[config.mk]
export PLATFORM = sky130hd
export DESIGN_NAME = reset_watchdog
export DESIGN_NICKNAME = d
export VERILOG_FILES = /design/src/rtl/reset_watchdog.sv
export SDC_FILE = /design/constraint.sdc
export NUM_CORES = 1
export LEC_CHECK = 0
export BUFFER_PORTS_ARGS = -buffer_cell sky130_fd_sc_hd__buf_2
export CAP_MARGIN = 10
export CORE_MARGIN = 3
export CORE_UTILIZATION = 24
export CTS_CLUSTER_SIZE = 24
export DETAILED_ROUTE_END_ITERATION = 12
export PLACE_DENSITY = 0.47
export SYNTH_ARGS = -nofsm -noshare
export SYNTH_HDL_FRONTEND = slang
export SYNTH_SLANG_ARGS = --single-unit
[constraint.sdc]
create_clock -name clk_i -period 2 [get_ports clk_i]
set_input_delay 0.1 -clock clk_i [delete_from_list [all_inputs] [get_ports clk_i]]
set_output_delay 0.1 -clock clk_i [all_outputs]
set_load 0.02 [all_outputs]
[src/rtl/reset_watchdog.sv]
// reset_watchdog: countdown watchdog that requests a HOLD_CYCLES-long system reset on expiry.
// Define WATCHDOG_WARN_EN to build the registered early-warning output; otherwise warn_o is tied to 0.
module reset_watchdog #(
    parameter int CNT_W       = 16,
    parameter int HOLD_CYCLES = 32,
    parameter int WARN_CYCLES = 8
) (
    input  logic             clk_i,
    input  logic             reset_i,
    input  logic             enable_i,
    input  logic             kick_i,
    input  logic [CNT_W-1:0] timeout_i,
    input  logic             clear_i,
    output logic             reset_req_o,
    output logic             expired_o,
    output logic             warn_o,
    output logic [CNT_W-1:0] count_o
);
    typedef enum logic [1:0] {IDLE, RUN, HOLD} state_t;
    state_t           state_q, state_d;
    logic [CNT_W-1:0] count_q, count_d, reload;
    logic [7:0]       hold_q, hold_d;
    logic             req_q, req_d, exp_q, exp_d;
    assign reload = (timeout_i == '0) ? CNT_W'(1) : timeout_i;
    always_comb begin
        state_d = state_q;
        count_d = count_q;
        hold_d  = hold_q;
        case (state_q)
            IDLE: begin
                if (enable_i) begin
                    state_d = RUN;
                    count_d = reload;
                end
            end
            RUN: begin
                if (!enable_i) state_d = IDLE;
                else if (kick_i) count_d = reload;
                else if (count_q != '0) count_d = count_q - 1'b1;
                else begin
                    state_d = HOLD;
                    hold_d  = '0;
                end
            end
            HOLD: begin
                if (hold_q == 8'(HOLD_CYCLES)) begin
                    state_d = enable_i ? RUN : IDLE;
                    count_d = enable_i ? reload : count_q;
                end else hold_d = hold_q + 8'd1;
            end
            default: state_d = IDLE;
        endcase
        // the entry cycle of HOLD is spent arming, so the request spans exactly HOLD_CYCLES cycles
        req_d = (state_q == HOLD) && (state_d == HOLD);
        exp_d = (state_q == RUN && state_d == HOLD) || (exp_q && !clear_i);
    end
    always_ff @(posedge clk_i or posedge reset_i) begin
        if (reset_i) begin
            state_q <= IDLE;
            count_q <= '0;
            hold_q  <= '0;
            req_q   <= 1'b0;
            exp_q   <= 1'b0;
        end else begin
            state_q <= state_d;
            count_q <= count_d;
            hold_q  <= hold_d;
            req_q   <= req_d;
            exp_q   <= exp_d;
        end
    end
`ifdef WATCHDOG_WARN_EN
    logic warn_q, warn_d;
    assign warn_d = (state_d == RUN) && (count_d != '0) && (count_d <= CNT_W'(WARN_CYCLES));
    always_ff @(posedge clk_i or posedge reset_i) begin
        if (reset_i) warn_q <= 1'b0;
        else warn_q <= warn_d;
    end
    assign warn_o = warn_q;
`else
    assign warn_o = 1'b0;
`endif
    assign reset_req_o = req_q;
    assign expired_o   = exp_q;
    assign count_o     = count_q;
endmodule

==> run_results.csv, run 1 <==
group,metric,value,unit
logic_synthesis,synth_edf_count,0,
power,total_power,1.48,mW
placed_design,dpl_cell_area,2090,sq um
drt,wl_met1,2380,um
placed_design,place_congestion,0.811,
power,p_leak,0.972,nW
drt,vias_per_cell,4.72,
floorplan,die_y,89.8,um
floorplan,start_util,25.7,%
floorplan,rows,29,
global_routing,grt_pass1_vias,1616,
sta,finalCritPeriodShare,93.6,%
sta,finalHoldViolations,0,
critical_path,crit_type,"reg2reg",
power,cellPowerDensity,680,nW/um^2
floorplan,design.die.area,8060,sq um
sta,period_needed,1.87,ns
finish,final_util,33.1,%
logic_synthesis,synth.avg_cell_area,9.11,sq um
worst_hold_path,holdPathStages,3,
clock_tree,cts_htree_levels,1,
sta,maxClockFrequency,0.534,GHz
worst_hold_path,hp-start,"clear_i",
finish,nets,263,
sta,skew,0.00524,ns
global_routing,grt_max_degree,31,
sta,whs,0.0802,ns
critical_path,crit_chain,"nor4_2 -> and4b_1 -> a21oi_2 -> o31a_1 -> a311oi_2",
power,power.internal,1.02,mW
critical_path,r2r-end,"hold_q[4]",
logic_synthesis,ys_seq_elements,28,
logic_synthesis,ys_warn_count,0,
global_routing,antenna_found_initial,0,
finish,regArea,703,sq um
drt,topRoutingLayerUsed,"met4",
placed_design,dp_hpwl,3530,um
outcome,status,"finished, final reports clean",
sta,tns,0,ns
logic_synthesis,ys_seq_area_share,41.6,%
critical_path,worstReg2RegStart,"count_o[6]",
logic_synthesis,synth_cells,185,
worst_hold_path,hp-class,"in2reg",
power,clkPwrFrac,31.6,%
finish,post-route-cell-area,2180,sq um
finish,multi_input_area,890,sq um
critical_path,r2r_cells,5,
critical_path,cp.arrival,2.07,ns
clock_tree,clk_pin_slew,0.11,ns
critical_path,path_max_fanout,8,
logic_synthesis,netlist_area,1690,sq um
global_routing,grt_overflow,0,
worst_hold_path,min_to,"expired_o",
drt,route.met2.wl,2060,um
finish,fill_cells,711,
power,switching_share,30.8,%
floorplan,ioPinCount,40,
logic_synthesis,synth_flop_cell,"dfrtp_1",
finish,antenna_cells,0,
clock_tree,clock-sinks,28,
placed_design,pre_cts_slack,0.0705,ns
clock_tree,insertion_delay,0.28,ns
global_routing,grt_usage,11.8,%
drt,wl,4710,um
sta,worst_slack,0.128,ns
power,peakVddDrop,0.282,mV
power,combPwrFrac,24.1,%
drt,drc,0,
drt,ant_nets,0,
critical_path,crit_required,2.20,ns
floorplan,die_w,89.8,um
logic_synthesis,yosys.cell_types.count,47,
clock_tree,cts_setup_buffers,0,
logic_synthesis,syn_nets,210,
critical_path,max_stage_delay,0.49,ns
drt,firstDrtPassIters,4,
critical_path,r2r_slack,0.13,ns
critical_path,cp-start-kind,"flop",
drt,wl_met3,245,um
clock_tree,cts_tree,"yes",
floorplan,coreArea,6570,sq um
critical_path,cp-end-kind,"flop",
drt,wl_per_cell,14.3,um
critical_path,critPathLaunch,"count_o[6]",
clock_tree,clock_path_buffers,2,
clock_tree,cts_inserted_buffers,3,
critical_path,cp_slowest_cell,"dfrtp_1",
clock_tree,clockRootBuffer,"clkbuf_8",
logic_synthesis,async_reset_ff_share,100,%
finish,stdcell_count,330,
placed_design,port_buffers,38,
global_routing,grt_pass1_wl,7990,um
placed_design,placed_cells,325,
sta,drv_slew,0,
sta,setup_violations,0,
job,cap_viol_max_count,0,
sta,rsz0062_at_grt,"true",
power,sequentialPowerShare,44.4,%
drt,vias,1558,
finish,drive_above_1_share,32.1,%
drt,drtIter0Drc,46,
finish,syn2layout_area_growth,29.2,%
power,p_sw,456,uW
worst max path at each step:
| stage | to | depth (start not counted) | slack (ns) |
|---|---|---|---|
| floorplan | count_o[14] | 7 | 0.04 |
| global placement | count_o[14] | 7 | 0.08 |
| detailed placement | count_o[12] | 7 | 0.07 |
| CTS | count_o[12] | 7 | 0.04 |
| global route | count_o[12] | 7 | -0.009 |
| finish | hold_q[4] | 5 | 0.13 |
critical path: cells and delay by family, from the launching register on:
kind / cells / cell delay, ns
AOI/OAI and AO/OA: 3 / 0.61
DFF: 1 / 0.49
and+or+nand+nor: 2 / 0.69
final cells by class:
type	instances	share of cell area (%)
Multi-Input combinational cell	136	40.9
Sequential cell	28	32.3
Timing Repair Buffer	58	16.3
Tap cell	93	5.34
Clock buffer	3	1.90
Inverter	11	1.90
Clock inverter	1	1.38
cells in the mapped netlist, types with 3 or more instances:
cell type | number | share of area (%)
nor4_1 | 8 | 3.0
clkbuf_1 | 3 | 0.67
nand3_1 | 3 | 0.89
nor2_1 | 22 | 4.9
dfrtp_1 | 28 | 42
buf_4 | 3 | 1.3
a21oi_1 | 12 | 3.6
xor2_1 | 5 | 2.6
ha_1 | 4 | 3.0
inv_1 | 11 | 2.4
a22oi_1 | 9 | 4.0
o21ai_0 | 27 | 8.0
nor3_1 | 5 | 1.5
buf_2 | 3 | 0.89
nand2_1 | 5 | 1.1
placed cells by master, fill, tap and decap left out, drive strengths merged, types with 2 or more instances in the layout:
cell     n
or3b     2
ha       4
inv     11
nand3    3
a22oi    9
nor2    22
nor3b    2
and2b    2
nor4     9
clkbuf   3
dfrtp   28
buf     57
xor2     5
nand2    5
nand4    2
a21oi   13
a21o     2
and4b    2
nor3     6
o21ai   27
a31oi    2
state kept, by name (all words and copies together) (netlist names):
register and count:
hold_q 8, expired_o 1, reset_req_o 1, count_o 16, state_q 2
per-layer routing:
| layer | vias up | global-route usage (%) |
|---|---|---|
| met4 | 0 | 2.04 |
| met3 | 2 | 2.67 |
| met1 | 741 | 16.5 |
| met5 | - | 0 |
| li1 | 774 | - |
| met2 | 41 | 18.8 |
power groups by stage:
stage	logic (mW)	registers (mW)	clock network, mW
6_report	0.356	0.657	0.467
5_1_grt	0.397	0.666	0.505
4_1_cts	0.360	0.656	0.479
3_5_place_dp	0.357	0.667	0
3_3_place_gp	0.358	0.667	0
2_1_floorplan	0.140	0.721	0
repair_timing:
action / CTS / global route
resized for setup: 0 / 5
hold buffers: 1 / 0
endpoints found under the hold margin: 28 / 0
endpoints found under the setup margin: 0 / 7
kinds of logic (layout without fill, tap and decap cells):
kind of cell               count (synthesis)  in the layout  share of synthesized area (%)
and+or+nand+nor                           62             62                           22.8
buffers and inverters                     21             73                           6.01
xor gates and xnor gates                   5              5                           2.60
other                                      1              1                          0.223
adders and majority gates                  4              4                           2.97
AOI/OAI and AO/OA                         63             63                           23.2
muxes                                      1              1                          0.594
DFF                                       28             28                           41.6
Note: power is estimated with default switching activity, not from simulation.
==> run 2, diff against run 1 <==
Settings changed: PLACE_DENSITY 0.47 to unset.
Clock period 2 ns to 1.65 ns, I/O delays scaled along.
==> run 2 against run 1 <==
The run now ends with setup timing left; total power is 26% higher; sequential share of layout area is 6.9 points lower; first-iteration DRC count is 35% higher; combinational power is 72% higher; sequential cell count stayed put; register-to-register slack worse by 0.29 ns; critical endpoint is now count_o[0].
==> run_results.csv, run 2 (synthesized netlist as in run 1, its figures left out) <==
group,metric,value,unit
drt,vias_per_cell,4.87,
global_routing,grt_pass1_vias,1773,
clock_tree,clock_path_buffers,2,
global_routing,grt_usage,12.8,%
finish,largest_reg_flops,16,
floorplan,die_y,89.8,um
sta,worst_slack,-0.166,ns
drt,vias,1831,
global_routing,grt_max_degree,29,
sta,finalCritPeriodShare,110,%
critical_path,path_max_fanout,6,
clock_tree,cts_inserted_buffers,3,
placed_design,pre_cts_slack,-0.159,ns
floorplan,design.die.area,8060,sq um
power,cellPowerDensity,672,nW/um^2
finish,post-route-cell-area,2780,sq um
outcome,failed_checks,"setup timing",
job,cap_viol_max_count,0,
placed_design,port_buffers,38,
sta,skew,0.00345,ns
placed_design,dp_hpwl,3780,um
finish,fill_cells,656,
finish,final_cell_mix,"buf_4, buf_2, dfrtp_1",
power,total_power,1.86,mW
floorplan,die_w,89.8,um
finish,syn2layout_area_growth,64.7,%
power,peakVddDrop,0.350,mV
critical_path,crit_required,1.86,ns
floorplan,rows,29,
placed_design,place_congestion,0.816,
drt,drc,0,
critical_path,worstReg2RegStart,"hold_q[0]",
sta,setup_violations,19,
global_routing,antenna_found_initial,0,
floorplan,ioPinCount,40,
worst_hold_path,hp-start,"clear_i",
global_routing,grt_overflow,0,
critical_path,cp_slowest_cell,"dfrtp_1",
drt,drtIter0Drc,62,
sta,maxClockFrequency,0.551,GHz
clock_tree,clockRootBuffer,"clkbuf_8",
critical_path,crit_chain,"inv_2 -> ha_4 -> and4bb_2 -> a32oi_2 -> a21o_4 -> buf_6 -> a221o_1 -> o21ai_1",
critical_path,cp-start-kind,"flop",
clock_tree,clk_pin_slew,0.11,ns
finish,drive_above_1_share,57.2,%
sta,drv_slew,0,
finish,final_common_cell,"buf_4",
critical_path,max_stage_delay,0.40,ns
drt,firstDrtPassIters,6,
critical_path,crit_family,"compound AO/OA/AOI/OAI gates",
finish,nets,309,
worst_hold_path,hp-class,"in2reg",
clock_tree,cts_tree,"yes",
critical_path,critPathLaunch,"hold_q[0]",
finish,final_util,42.3,%
floorplan,start_util,25.7,%
finish,antenna_cells,0,
sta,period_needed,1.82,ns
sta,finalHoldViolations,0,
sta,whs,0.0610,ns
sta,rsz0062_at_grt,"true",
clock_tree,insertion_delay,0.28,ns
placed_design,dpl_cell_area,2320,sq um
critical_path,cp-end-kind,"flop",
global_routing,grt_pass1_wl,8690,um
critical_path,crit_type,"reg2reg",
critical_path,cp.arrival,2.03,ns
drt,ant_nets,0,
clock_tree,clock-sinks,28,
power,p_leak,1.23,nW
clock_tree,cts_htree_levels,1,
drt,wl,5500,um
floorplan,coreArea,6570,sq um
critical_path,crit_buf_inv,2,
drt,wl_per_cell,14.6,um
outcome,status,"complete, but fails checks",
run 2: layout make-up:
type	count	area [sq um]	share of cell area, %
repair buffers	104	759	27.4
multi-input cells	136	1100	39.6
clock buffers	4	55.1	1.98
well taps	93	116	4.19
inverters	11	41.3	1.49
flip-flops and latches	28	706	25.4
run 2: metrics by stage:
stage                     instances  TNS (ns)
final                           376     -1.62
after detailed placement        351     -1.86
after floorplan                 185     -1.45
after CTS                       363     -1.19
after global routing            376     -3.50
after global placement          351     -1.71
run 2: worst paths after layout:
check	endpoint	slack [ns]	cells after the start
setup / recovery	count_o[0]	-0.17	8
hold / removal	expired_o	0.06	3
setup reg to reg	count_o[0]	-0.17	8
hold reg to reg	expired_o	0.48	1
max in group asynchronous	count_o[6]	0.92	4
min in group asynchronous	hold_q[1]	0.42	4
run 2: metal layers:
| metal | part of all wire, % | vias up | GRT usage (%) |
|---|---|---|---|
| li1 | - | 869 | - |
| met1 | 45 | 907 | 17.6 |
| met2 | 50 | 49 | 21.4 |
| met3 | 4.5 | 6 | 2.75 |
| met4 | 0.75 | 0 | 1.40 |
| met5 | 0 | - | 0 |
run 2: worst reg2reg max path: cells and delay by family (launching register included):
family | cells | cell delay (ns)
compound gates | 4 | 0.71
flops | 1 | 0.40
simple gates | 1 | 0.27
buf+inv | 2 | 0.23
fa+ha+maj | 1 | 0.12
run 2: what timing repair did:
action | 4_1_cts | 5_1_grt
hold buffers | 1 | 0
cloned | 0 | 2
setup buffers | 7 | 11
resized for setup | 30 | 44
endpoints found under the hold margin | 28 | 0
pin swaps | 14 | 22
setup endpoints to repair | 19 | 26
run 2: power breakdown:
group | switching (mW) | total [mW] | internal, mW
clock network | 0.240 | 0.454 | 0.214
logic | 0.334 | 0.614 | 0.281
registers | 0.0573 | 0.796 | 0.739
